`src/rtl/rvh_mmu_miss_arb_pkg.sv`:
```
// Shared widths and access-type encodings for the MMU miss-arbiter slice.
package rvh_mmu_miss_arb_pkg;

  localparam int TRANS_ID_WIDTH = 3;
  localparam int ASID_WIDTH     = 16;
  localparam int VPN_WIDTH      = 27;
  localparam int PTE_WIDTH      = 64;
  localparam int PAGE_LVL_WIDTH = 2;

  typedef enum logic [1:0] {
    ACC_R = 2'd0,
    ACC_W = 2'd1,
    ACC_X = 2'd2
  } access_type_e;

  // Index width that stays at least one bit wide for a single requester.
  function automatic int src_w(input int n);
    return (n > 1) ? $clog2(n) : 1;
  endfunction

endpackage

```
`src/rtl/rvh_mmu_miss_arb_chk.sv`:
```
// Protocol checker: a PTW response with no outstanding tag is a protocol error.
module rvh_mmu_miss_arb_chk (
  input logic clk,
  input logic rstn,
  input logic resp_vld_i,
  input logic fifo_empty_i
);

  always_ff @(posedge clk) begin
    if (rstn) begin
      assert (!(resp_vld_i && fifo_empty_i))
        else $warning("rvh_mmu_miss_arb: PTW response dropped, no outstanding tag");
    end
  end

endmodule

```
`src/rtl/rvh_mmu_src_fifo.sv`:
```
// In-order source-tag FIFO: one entry per translation in flight, head is the oldest.
module rvh_mmu_src_fifo #(
  parameter int  DEPTH = 2,
  parameter int  W     = 1,
  localparam int PTR_W = (DEPTH > 1) ? $clog2(DEPTH) : 1,
  localparam int CNT_W = $clog2(DEPTH + 1)
) (
  input  logic             clk,
  input  logic             rstn,
  input  logic             push_i,
  input  logic [W-1:0]     push_data_i,
  input  logic             pop_i,
  output logic [W-1:0]     head_o,
  output logic             full_o,
  output logic             empty_o,
  output logic [CNT_W-1:0] cnt_o
);

  logic [W-1:0]     mem_q [DEPTH];
  logic [W-1:0]     mem_d [DEPTH];
  logic [PTR_W-1:0] wr_ptr_q, wr_ptr_d;
  logic [PTR_W-1:0] rd_ptr_q, rd_ptr_d;
  logic [CNT_W-1:0] cnt_q, cnt_d;
  logic             push_en_s, pop_en_s;

  function automatic logic [PTR_W-1:0] ptr_inc(input logic [PTR_W-1:0] p);
    return (p == PTR_W'(DEPTH - 1)) ? '0 : p + PTR_W'(1'b1);
  endfunction

  assign full_o    = (cnt_q == CNT_W'(DEPTH));
  assign empty_o   = (cnt_q == '0);
  assign head_o    = mem_q[rd_ptr_q];
  assign cnt_o     = cnt_q;
  assign push_en_s = push_i & ~full_o;
  assign pop_en_s  = pop_i & ~empty_o;

  always_comb begin
    mem_d    = mem_q;
    wr_ptr_d = push_en_s ? ptr_inc(wr_ptr_q) : wr_ptr_q;
    rd_ptr_d = pop_en_s ? ptr_inc(rd_ptr_q) : rd_ptr_q;
    if (push_en_s) begin
      mem_d[wr_ptr_q] = push_data_i;
    end else begin
      mem_d = mem_q;
    end
    case ({push_en_s, pop_en_s})
      2'b10:   cnt_d = cnt_q + CNT_W'(1'b1);
      2'b01:   cnt_d = cnt_q - CNT_W'(1'b1);
      default: cnt_d = cnt_q;
    endcase
  end

  always_ff @(posedge clk or negedge rstn) begin
    if (!rstn) begin
      mem_q    <= '{default: '0};
      wr_ptr_q <= '0;
      rd_ptr_q <= '0;
      cnt_q    <= '0;
    end else begin
      mem_q    <= mem_d;
      wr_ptr_q <= wr_ptr_d;
      rd_ptr_q <= rd_ptr_d;
      cnt_q    <= cnt_d;
    end
  end

endmodule

```
`src/rtl/rvh_mmu_miss_arb.sv`:
```
// Round-robin arbiter funnelling NUM_REQ TLB-miss requesters into one PTW port with in-order routing.
// Defining RVH_MMU_ARB_PERF_EN adds saturating conflict/stall counters.
module rvh_mmu_miss_arb
  import rvh_mmu_miss_arb_pkg::*;
#(
  parameter int  NUM_REQ         = 2,
  parameter int  MAX_OUTSTANDING = 2,
  localparam int SRC_W           = src_w(NUM_REQ),
  localparam int CNT_W           = $clog2(MAX_OUTSTANDING + 1)
) (
  input  logic                                clk,
  input  logic                                rstn,
  input  logic [NUM_REQ-1:0]                  miss_req_vld_i,
  input  logic [NUM_REQ*TRANS_ID_WIDTH-1:0]   miss_req_trans_id_i,
  input  logic [NUM_REQ*ASID_WIDTH-1:0]       miss_req_asid_i,
  input  logic [NUM_REQ*VPN_WIDTH-1:0]        miss_req_vpn_i,
  input  logic [NUM_REQ*2-1:0]                miss_req_access_type_i,
  output logic [NUM_REQ-1:0]                  miss_req_rdy_o,
  output logic                                translate_req_vld_o,
  output logic [TRANS_ID_WIDTH-1:0]           translate_req_trans_id_o,
  output logic [ASID_WIDTH-1:0]               translate_req_asid_o,
  output logic [VPN_WIDTH-1:0]                translate_req_vpn_o,
  output logic [1:0]                          translate_req_access_type_o,
  input  logic                                translate_req_rdy_i,
  input  logic                                translate_resp_vld_i,
  input  logic [TRANS_ID_WIDTH-1:0]           translate_resp_trans_id_i,
  input  logic [ASID_WIDTH-1:0]               translate_resp_asid_i,
  input  logic [PTE_WIDTH-1:0]                translate_resp_pte_i,
  input  logic [PAGE_LVL_WIDTH-1:0]           translate_resp_page_lvl_i,
  input  logic [VPN_WIDTH-1:0]                translate_resp_vpn_i,
  input  logic [1:0]                          translate_resp_access_type_i,
  input  logic                                translate_resp_access_fault_i,
  input  logic                                translate_resp_page_fault_i,
  output logic [NUM_REQ-1:0]                  miss_resp_vld_o,
  output logic [TRANS_ID_WIDTH-1:0]           miss_resp_trans_id_o,
  output logic [ASID_WIDTH-1:0]               miss_resp_asid_o,
  output logic [PTE_WIDTH-1:0]                miss_resp_pte_o,
  output logic [PAGE_LVL_WIDTH-1:0]           miss_resp_page_lvl_o,
  output logic [VPN_WIDTH-1:0]                miss_resp_vpn_o,
  output logic [1:0]                          miss_resp_access_type_o,
  output logic                                miss_resp_access_fault_o,
  output logic                                miss_resp_page_fault_o,
  output logic [CNT_W-1:0]                    outstanding_cnt_o
`ifdef RVH_MMU_ARB_PERF_EN
  ,
  output logic [31:0]                         arb_conflict_cnt_o,
  output logic [31:0]                         arb_stall_cnt_o
`endif
);

  logic [SRC_W-1:0] rr_ptr_q, rr_ptr_d;
  logic [SRC_W-1:0] gnt_idx_s, cand_idx_s, head_s;
  logic             gnt_vld_s, hs_s, resp_hit_s;
  logic             fifo_full_s, fifo_empty_s;

  // Descending scan so the candidate nearest rr_ptr is the last (winning) assignment.
  always_comb begin
    gnt_vld_s  = 1'b0;
    gnt_idx_s  = '0;
    cand_idx_s = '0;
    for (int k = NUM_REQ - 1; k >= 0; k--) begin
      cand_idx_s = SRC_W'((int'(rr_ptr_q) + k) % NUM_REQ);
      gnt_idx_s  = miss_req_vld_i[cand_idx_s] ? cand_idx_s : gnt_idx_s;
      gnt_vld_s  = gnt_vld_s | miss_req_vld_i[cand_idx_s];
    end
  end

  assign translate_req_vld_o         = gnt_vld_s & ~fifo_full_s;
  assign hs_s                        = translate_req_vld_o & translate_req_rdy_i;
  assign miss_req_rdy_o              = hs_s ? (NUM_REQ'(1'b1) << gnt_idx_s) : '0;
  assign translate_req_trans_id_o    = miss_req_trans_id_i[int'(gnt_idx_s)*TRANS_ID_WIDTH +: TRANS_ID_WIDTH];
  assign translate_req_asid_o        = miss_req_asid_i[int'(gnt_idx_s)*ASID_WIDTH +: ASID_WIDTH];
  assign translate_req_vpn_o         = miss_req_vpn_i[int'(gnt_idx_s)*VPN_WIDTH +: VPN_WIDTH];
  assign translate_req_access_type_o = miss_req_access_type_i[int'(gnt_idx_s)*2 +: 2];

  // Pointer moves past the winner only on an accepted request.
  always_comb begin
    if (hs_s) begin
      rr_ptr_d = (gnt_idx_s == SRC_W'(NUM_REQ - 1)) ? '0 : gnt_idx_s + SRC_W'(1'b1);
    end else begin
      rr_ptr_d = rr_ptr_q;
    end
  end

  always_ff @(posedge clk or negedge rstn) begin
    if (!rstn) begin
      rr_ptr_q <= '0;
    end else begin
      rr_ptr_q <= rr_ptr_d;
    end
  end

  rvh_mmu_src_fifo #(
    .DEPTH (MAX_OUTSTANDING),
    .W     (SRC_W)
  ) u_src_fifo (
    .clk         (clk),
    .rstn        (rstn),
    .push_i      (hs_s),
    .push_data_i (gnt_idx_s),
    .pop_i       (resp_hit_s),
    .head_o      (head_s),
    .full_o      (fifo_full_s),
    .empty_o     (fifo_empty_s),
    .cnt_o       (outstanding_cnt_o)
  );

  // Responses without a tag (e.g. stale after reset) are dropped.
  assign resp_hit_s               = translate_resp_vld_i & ~fifo_empty_s;
  assign miss_resp_vld_o          = resp_hit_s ? (NUM_REQ'(1'b1) << head_s) : '0;
  assign miss_resp_trans_id_o     = translate_resp_trans_id_i;
  assign miss_resp_asid_o         = translate_resp_asid_i;
  assign miss_resp_pte_o          = translate_resp_pte_i;
  assign miss_resp_page_lvl_o     = translate_resp_page_lvl_i;
  assign miss_resp_vpn_o          = translate_resp_vpn_i;
  assign miss_resp_access_type_o  = translate_resp_access_type_i;
  assign miss_resp_access_fault_o = translate_resp_access_fault_i;
  assign miss_resp_page_fault_o   = translate_resp_page_fault_i;

  rvh_mmu_miss_arb_chk u_chk (
    .clk          (clk),
    .rstn         (rstn),
    .resp_vld_i   (translate_resp_vld_i),
    .fifo_empty_i (fifo_empty_s)
  );

`ifdef RVH_MMU_ARB_PERF_EN
  logic [31:0] perf_conflict_q, perf_conflict_d;
  logic [31:0] perf_stall_q, perf_stall_d;
  logic        conflict_s, stall_s;

  assign conflict_s = ($countones(miss_req_vld_i) > 1);
  assign stall_s    = (|miss_req_vld_i) & ~hs_s;

  // Saturating event counters.
  always_comb begin
    perf_conflict_d = (conflict_s && (perf_conflict_q != 32'hFFFF_FFFF)) ? perf_conflict_q + 32'd1 : perf_conflict_q;
    perf_stall_d    = (stall_s && (perf_stall_q != 32'hFFFF_FFFF)) ? perf_stall_q + 32'd1 : perf_stall_q;
  end

  always_ff @(posedge clk or negedge rstn) begin
    if (!rstn) begin
      perf_conflict_q <= 32'd0;
      perf_stall_q    <= 32'd0;
    end else begin
      perf_conflict_q <= perf_conflict_d;
      perf_stall_q    <= perf_stall_d;
    end
  end

  assign arb_conflict_cnt_o = perf_conflict_q;
  assign arb_stall_cnt_o    = perf_stall_q;
`endif

endmodule

```
`config.mk`:
```
export PLATFORM = sky130hd
export DESIGN_NAME = rvh_mmu_miss_arb
export DESIGN_NICKNAME = d
export VERILOG_FILES = /design/src/rtl/rvh_mmu_miss_arb_pkg.sv /design/src/rtl/rvh_mmu_miss_arb_chk.sv /design/src/rtl/rvh_mmu_src_fifo.sv /design/src/rtl/rvh_mmu_miss_arb.sv
export SDC_FILE = /design/constraint.sdc
export NUM_CORES = 1
export LEC_CHECK = 0
export CORE_AREA = 4 4 149 151
export CTS_BUF_LIST = sky130_fd_sc_hd__clkbuf_8
export DETAILED_ROUTE_END_ITERATION = 8
export DIE_AREA = 0 0 153 155
export PLACE_DENSITY_LB_ADDON = 0.08
export RECOVER_POWER = 25
export SLEW_MARGIN = 5
export SYNTH_ARGS = -nofsm -noshare
export SYNTH_HDL_FRONTEND = slang
export SYNTH_SLANG_ARGS = --single-unit
```
`constraint.sdc`:
```
create_clock -name clk -period 2.07 [get_ports clk]
set_input_delay 0.414 -clock clk [delete_from_list [all_inputs] [get_ports clk]]
set_output_delay 0.414 -clock clk [all_outputs]
set_load 0.01 [all_outputs]
```
Yosys cells after proc, flatten, opt, wreduce, memory -nomap -nowiden:

Cells that the tools add are included.

* register bits: 7
* bits of input ports: 218
* output and inout port bits: 171

* add/sub/neg operators: 6
* multipliers: 2
* $lt $le $gt $ge: 5
* equality and inequality tests: 3
* shift-type cells: 6
* multiplexer cells: 18
* bitwise gates (word level): 10
* reductions and logical operators: 3

Operators by type and width (count)
* 54-bit by 7-bit variable part select with 27-bit output: 1
* 32-bit by 6-bit variable part select with 16-bit output: 1
* 1-bit 2-to-1 mux: 13
* 1-bit by 5-bit multiplier with 6-bit output, second input constant: 1
* 6-bit by 4-bit variable part select with 3-bit output: 1
* 1-bit bitwise AND: 5
* 1-bit adder, second input constant: 4
* 2-bit equality test, second input constant: 2
* 2-bit greater-or-equal comparator, second input constant: 2
* 1-bit by 2-bit less-than comparator with 1-bit output, second input constant: 2
* 2-bit 2-to-1 mux: 2
* 1-bit inverter with 2-bit output: 2
* 2-bit one-hot mux with 2 select lines: 1
* 4-bit by 3-bit variable part select with 2-bit output: 1
* 1-bit by 1-bit << shifter with 2-bit output, first input constant: 2
* 1-bit by 2-bit multiplier with 3-bit output, second input constant: 1
* 2-bit by 1-bit adder with 2-bit output, second input constant: 1
* 2-bit bitwise mux: 1
* 2-bit by 1-bit equality test with 1-bit output, second input constant: 1
* 2-bit logical NOT: 1
* 2-bit by 1-bit less-than comparator with 1-bit output, second input constant: 1
* 1-bit inverter: 2
* 2-bit nonzero test: 1
* 2-bit by 1-bit subtractor with 2-bit output, second input constant: 1
* other kinds (3): 3

Longest topological paths before layout:

Gate-level depths: netlist (run 1).

* depth after elaboration: 9
* depth in mapped cells: 7
* depth with buffers taken out: 6

Modules after synthesis:

A second synthesis (run 1) with hierarchy kept.

* cell total of the unflattened synthesis: 208
* area total of the unflattened synthesis: 1894.3 sq um

Modules (own cells, without submodules)
* rvh_mmu_miss_arb: times used 1, cells each 185, area an instance 1611.5 sq um
* rvh_mmu_src_fifo: times used 1, cells each 23, area an instance 282.8 sq um

Worst setup path before layout (run 1):

Ideal clock, no wire load.

* path type: input -> output
* start: input port miss_req_vld_i[0]
* end: output port translate_req_access_type_o[0]
* arrival time: 1.295 ns
* setup slack: 0.361 ns
* stages on the path: 4
* path buffers: 1
* cells stage by stage: inv_1 -> o21ai_2 -> buf_2 -> mux2_2

* cells in the longest elaborated chain, start to end: 5
* elaborated cells on any way between the ends: 7
* classes of those cells: shift (1); mux (6)

RTL lines
* from (decl): line rvh_mmu_miss_arb.sv:13 `input logic [NUM_REQ-1:0] miss_req_vld_i,`
* 1-bit 2-to-1 mux (not written as such) (2 in series): line rvh_mmu_miss_arb.sv:63 `gnt_idx_s = miss_req_vld_i[cand_idx_s] ? cand_idx_s : gnt_idx_s;`
* 1-bit 2-to-1 mux: line rvh_mmu_miss_arb.sv:63
* 1-bit 2-to-1 mux *: line rvh_mmu_miss_arb.sv:63
* 4-bit by 3-bit variable part select with 2-bit output *: line rvh_mmu_miss_arb.sv:74 `assign translate_req_access_type_o = miss_req_access_type_i[int'(gnt_idx_s)*2 +: 2];`
* to (decl): line rvh_mmu_miss_arb.sv:23 `output logic [1:0] translate_req_access_type_o,`

Every way passes the cells marked *; elsewhere a longest branch is shown, timed or not. The select of a mux whose other input is x is not followed.

Worst setup path after layout (run 1):

* start: register rr_ptr_q
* end: output port translate_req_vpn_o[1]

* cells in the longest elaborated chain, start to end: 7
* elaborated cells on any way between the ends: 9
* classes of those cells: add/sub (1); mul (1); shift (1); mux (6)

RTL lines
* from (decl): line rvh_mmu_miss_arb.sv:51 `logic [SRC_W-1:0] rr_ptr_q, rr_ptr_d;`
* from (signal assigned): line rvh_mmu_miss_arb.sv:89 `rr_ptr_q <= rr_ptr_d;`
* 1-bit adder: line rvh_mmu_miss_arb.sv:62 `cand_idx_s = SRC_W'((int'(rr_ptr_q) + k) % NUM_REQ);`
* 1-bit 2-to-1 mux (not written as such) (2 in series): line rvh_mmu_miss_arb.sv:63
* 1-bit 2-to-1 mux: line rvh_mmu_miss_arb.sv:63
* 1-bit 2-to-1 mux *: line rvh_mmu_miss_arb.sv:63
* 1-bit by 5-bit multiplier with 6-bit output *: line rvh_mmu_miss_arb.sv:73 `assign translate_req_vpn_o = miss_req_vpn_i[int'(gnt_idx_s)*VPN_WIDTH +: VPN_WIDTH];`
* 54-bit by 7-bit variable part select with 27-bit output *: line rvh_mmu_miss_arb.sv:73
* to (decl): line rvh_mmu_miss_arb.sv:22 `output logic [VPN_WIDTH-1:0] translate_req_vpn_o,`

Marked as above.

==> results of run 1 <==
## where the power goes
part,internal [W],total (W),switching [W]
Sequential,0.000208,0.000265,0.0000571
Clock,0.000129,0.000196,0.0000667
Combinational,0.000984,0.00153,0.000549
Total,0.00132,0.00199,0.000673
## cell usage after synthesis, drive strengths merged
| master | number | area [sq um] |
|---|---|---|
| buf | 122 | 907 |
| mux2 | 49 | 556 |
| dfrtp | 7 | 175 |
| nor2 | 5 | 18.8 |
| xnor2 | 4 | 35.0 |
| inv | 3 | 11.3 |
| nor2b | 2 | 15.0 |
| o21ai | 2 | 13.8 |
| o31ai | 2 | 15.0 |
| o41ai | 2 | 17.5 |
| and2b | 1 | 8.76 |
| ha | 1 | 12.5 |
| mux2i | 1 | 10.0 |
| nand2 | 1 | 3.75 |
| or3 | 1 | 6.26 |
| xor2 | 1 | 8.76 |
## worst max-delay path by stage
stage	from	endpoint	slack, ps
floorplan	miss_req_vld_i[0]	translate_req_access_type_o[0]	360
global placement	miss_req_vld_i[0]	translate_req_vpn_o[8]	-650
detailed placement	miss_req_vld_i[0]	translate_req_asid_o[9]	-640
CTS	rr_ptr_q	translate_req_vpn_o[20]	-80
global route	rr_ptr_q	translate_req_vpn_o[10]	-110
finish	rr_ptr_q	translate_req_vpn_o[1]	-30
## routing by layer
layer	global-route usage (%)	wire, microns
met2	12.6	4670
met4	2.25	218
met1	6.82	2910
met5	0	0
met3	3.17	1100
## registers in the layout, indices dropped and copies added (netlist names)
signal / flops
u_src_fifo.cnt_o: 2
u_src_fifo.mem_q: 2
rr_ptr_q: 1
u_src_fifo.rd_ptr_q: 1
u_src_fifo.wr_ptr_q: 1
## kinds of logic (layout without fill, tap and decap cells)
logic type	after synthesis	after routing	share of synthesized area [%]
buffers and inverters	125	191	50.6
muxes	50	50	31.2
and+or+nand+nor	10	10	2.90
DFF	7	7	9.66
AOI/OAI and AO/OA	6	6	2.55
xor gates and xnor gates	5	5	2.41
adders and majority gates	1	1	0.690
## area by class of cell
class | count | area (sq um)
Fill cell | 2364 | 17500
Tap cell | 275 | 344
Clock buffer | 3 | 41.3
Multi-Input combinational cell | 72 | 865
Timing Repair Buffer | 184 | 1870
Clock inverter | 1 | 3.75
Sequential cell | 7 | 175
Inverter | 3 | 11.3
## worst max-delay path: cells and delay by family, from the launching register on
kind                   cells  cell delay, ps
AOI/OAI and AO/OA          1             210
buffers and inverters      4             530
muxes                      1             300
DFF                        1             410
## stage by stage
| step | setup TNS (ps) | hold WS [ps] |
|---|---|---|
| 2_1_floorplan | 0 | 118 |
| 3_3_place_gp | -31020 | 491 |
| 3_5_place_dp | -30450 | 492 |
| 4_1_cts | -979 | 486 |
| 5_1_grt | -1520 | 505 |
| 6_report | -200 | 478 |
## timing repair
item	in CTS	in global routing
hold endpoints to repair	0	0
gates cloned	4	0
pin swaps	2	2
gates resized for setup	264	30
endpoints found under the setup margin	54	42
setup buffers	16	0
==> reports/metrics.csv, run 1 <==
metric,value,unit
H-tree Lvls,1,
R2R Path Start,u_src_fifo.cnt_o[1],
initial antenna violation count,0,
Routed WL per cell,16.3,microns
Initial Utilization,8.71,%
"Slew Viols, Final",0,
row count,53,
Worst-Margin Slew,402,ps
fmax,476,MHz
Max stage delay on crit path,410,ps
max_slew headroom,73.1,%
"worst slack, placed",-640,ps
total power,0.00199,W
crit path DAT,1690,ps
CTS Buf Count,3,
"Seq/Total Area, Yosys",9.66,%
post-synthesis cell area,0.00181,sq mm
DIE HEIGHT,155,microns
global route overflow,0,
Final WS setup,-31.5,ps
remaining antenna violation count,0,
"critical path fanouts, max",5,
most frequent cells in the layout,"clkdlybuf4s50_1 (101), buf_6 (41), mux2_4 (36), mux2_2 (13), buf_4 (13)",
DRT Pass-1 Iters,3,
pwr dens,603,mW/mm^2
CP endpoint kind,primary output,
via count,1595,
R2R cell count,6,
CTS tree,yes,
post-synthesis cell type count,21,
Final setup viols,11,
"Hold Vio Cnt, Final",0,
largest net degree at the start of global routing,12,
cts hold-fix bufs,0,
Worst Path Required,1660,ps
Synth Register Bits,7,
Most common cell on crit path,buf_6,
failing checks,negative setup slack,
num ports,389,
Finished Layout Cells,545,
Initial DRC Count,42,
Layout Skew,2.60,ps
Critical Path Start Type,register,
Final Cell Area,0.00331,sq mm
final worst-path cycle share,102,%
RR Endpoint,u_src_fifo.cnt_o[1],
die area,0.0237,sq mm
minimum clock period,2100,ps
post-layout util,15.9,%
Area Overhead vs Synth,82.3,%
Final GP Congestion,0.783,
RSZ-0062 raised after global routing,true,
critical path type,register to primary output,
core area,0.0208,sq mm
"CTS clk-pin slew, worst paths",40,ps
hpwl dp,7040,microns
Die X,153,microns
P_leak,1.42,nW
share of cells above drive strength 1,50.0,%
vias in the first global route,1728,
diode count,0,
"most common cell after layout, fill and taps aside",clkdlybuf4s50_1,
Syn Nets,423,
status,"finished, violations left",
number of max-cap violations,0,
crit path cell chain,"o21ai_4, buf_6, buf_16, buf_8, mux2_4, buf_6",
fin nets,490,
clk root buf,clkbuf_8,
Gate Count Post-Synth,204,
worst min path class,primary input to async pin,
routed wire length,8900,microns
Syn Area/Cell,8.89,sq um
clk sinks,7,
reg2reg setup slack,340,ps
placed insts,525,
Ys Warns,0,
worst-skew pair later-pin latency,230,ps
Max VDD drop,0.192,mV
"slowest stage cell, crit path",dfrtp_1,
Port Buffers,156,
first-pass GRT wire length,12300,microns
via density per instance,2.93,
GRT Util Overall,6.85,%
Placed Area,0.00292,sq mm
DRC,0,
maximum buffer depth of the clock tree,2,
Note: power is estimated with default switching activity, not from simulation.
==> run 2, diff against run 1 <==
--- a/config.mk
+++ b/config.mk
@@ -7,9 +7,9 @@
 export LEC_CHECK = 0
 export CORE_AREA = 4 4 149 151
 export CTS_BUF_LIST = sky130_fd_sc_hd__clkbuf_8
+export CTS_CLUSTER_DIAMETER = 50
 export DETAILED_ROUTE_END_ITERATION = 8
 export DIE_AREA = 0 0 153 155
-export PLACE_DENSITY_LB_ADDON = 0.08
 export RECOVER_POWER = 25
 export SLEW_MARGIN = 5
 export SYNTH_ARGS = -nofsm -noshare
==> reports/metrics.csv, run 2 (synthesized netlist as in run 1, its figures left out) <==
metric,value,unit,change
critical path type,register to primary output,,
RSZ-0062 raised after global routing,true,,
Critical Path Start Type,register,,
Initial Utilization,8.71,%,unchanged
Hold Path Stages,1,,
worst min path class,register to register,,
Worst Path Required,1660,ps,about the same
via density per instance,2.98,,+1.7%
clk sinks,7,,unchanged
Die X,153,microns,unchanged
CP endpoint kind,primary output,,
max_slew headroom,78.0,%,+4.9 points
"slowest stage cell, crit path",dfrtp_1,,
GRT Util Overall,6.71,%,-0.13 points
Area Overhead vs Synth,79.8,%,
num ports,389,,unchanged
via count,1619,,+1.5%
Final WS setup,-33.6,ps,-2.06 ps
largest net degree at the start of global routing,9,,-3
pwr dens,613,mW/mm^2,+1.7%
post-layout util,15.7,%,-0.22 points
vias in the first global route,1721,,-0.41%
DRT Pass-1 Iters,4,,+1
crit path cell chain,"o21ai_4, buf_12, buf_12, buf_16, mux2_4, buf_6",,
H-tree Lvls,1,,unchanged
DRC,0,,unchanged
core area,0.0208,sq mm,unchanged
"Slew Viols, Final",0,,unchanged
initial antenna violation count,0,,unchanged
crit path DAT,1690,ps,about the same
P_leak,1.40,nW,-1.8%
die area,0.0237,sq mm,unchanged
Worst-Margin Slew,330,ps,-72.7 ps
first-pass GRT wire length,11800,microns,-3.8%
status,"finished, violations left",,
Final setup viols,7,,-4
fin nets,489,,-0.20%
Initial DRC Count,51,,+21%
Final GP Congestion,0.779,,-0.46%
"critical path fanouts, max",5,,unchanged
remaining antenna violation count,0,,unchanged
row count,53,,unchanged
maximum buffer depth of the clock tree,2,,unchanged
Max VDD drop,0.215,mV,+12%
routed wire length,8950,microns,+0.48%
clk root buf,clkbuf_8,,
share of cells above drive strength 1,50.2,%,+0.19 points
final worst-path cycle share,102,%,about the same
Crit. path cell count,6,,unchanged
hpwl dp,6850,microns,-2.7%
CTS Buf Count,3,,unchanged
DIE HEIGHT,155,microns,unchanged
most frequent cells in the layout,"clkdlybuf4s50_1 (100), mux2_4 (27), buf_6 (27), buf_2 (24), mux2_2 (22)",,
Port Buffers,156,,unchanged
global route overflow,0,,unchanged
worst-skew pair later-pin latency,230,ps,about the same
Most common cell on crit path,buf_12,,
reg2reg setup slack,310,ps,-30 ps
Routed WL per cell,16.4,microns,+0.67%
Layout Skew,5.92,ps,+3.32 ps
Max stage delay on crit path,400,ps,about the same
R2R cell count,6,,unchanged
failing checks,negative setup slack,,
"Hold Vio Cnt, Final",0,,unchanged
"worst slack, placed",-691,ps,-50.6 ps
number of max-cap violations,0,,unchanged
fmax,475,MHz,about the same
minimum clock period,2100,ps,+2.06 ps
CTS tree,yes,,
"CTS clk-pin slew, worst paths",40,ps,about the same
"most common cell after layout, fill and taps aside",clkdlybuf4s50_1,,
cell family with most CP delay,buffers and inverters,,
diode count,0,,unchanged
CP Buf/Inv Count,4,,unchanged
run 2: final cells by class:
type,instances,area [sq um]
clock buffers,3,41.3
clock inverters,1,3.75
fillers,2350,17600
inverters,3,11.3
multi-input cells,72,831
flip-flops and latches,7,175
well taps,275,344
repair buffers,183,1860
run 2: worst paths after layout:
check / to / startpoint
worst min-delay path: u_src_fifo.rd_ptr_q / u_src_fifo.rd_ptr_q
max in group asynchronous: rr_ptr_q / rstn
worst max-delay path: translate_req_asid_o[1] / rr_ptr_q
worst min register to register: u_src_fifo.rd_ptr_q / u_src_fifo.rd_ptr_q
min in group asynchronous: u_src_fifo.cnt_o[1] / rstn
worst max register to register: u_src_fifo.cnt_o[1] / u_src_fifo.cnt_o[1]
run 2: timing repair:
action / CTS / global route
setup buffers: 7 / 1
hold buffers: 0 / 0
gates resized for setup: 242 / 33
endpoints found under the setup margin: 54 / 49
pin swaps: 2 / 1
cloned: 6 / 0
run 2: through the flow:
stage | std cells | cell area [sq um] | hold WS [ps] | setup TNS [ps] | total power (W)
floorplan | 204 | 1810 | 118 | 0 | 0.00103
global placement | 528 | 2950 | 481 | -33180 | 0.00155
detailed placement | 528 | 2950 | 484 | -32550 | 0.00156
CTS | 544 | 3190 | 464 | -374 | 0.00199
global route | 544 | 3260 | 521 | -2090 | 0.00214
finish | 544 | 3260 | 496 | -114 | 0.00200
run 2: layer usage:
| metal | vias to the layer above | routed length (microns) | GRT usage (%) |
|---|---|---|---|
| met4 | 0 | 622 | 4.54 |
| li1 | 683 | - | - |
| met3 | 54 | 1470 | 4.26 |
| met2 | 183 | 4400 | 11.8 |
| met1 | 699 | 2450 | 5.55 |
| met5 | - | 0 | 0 |
run 2: power by group:
group	total, W	switching (W)	internal, W
Combinational	0.00155	0.000567	0.000984
Clock	0.000188	0.0000601	0.000128
Sequential	0.000261	0.0000523	0.000208
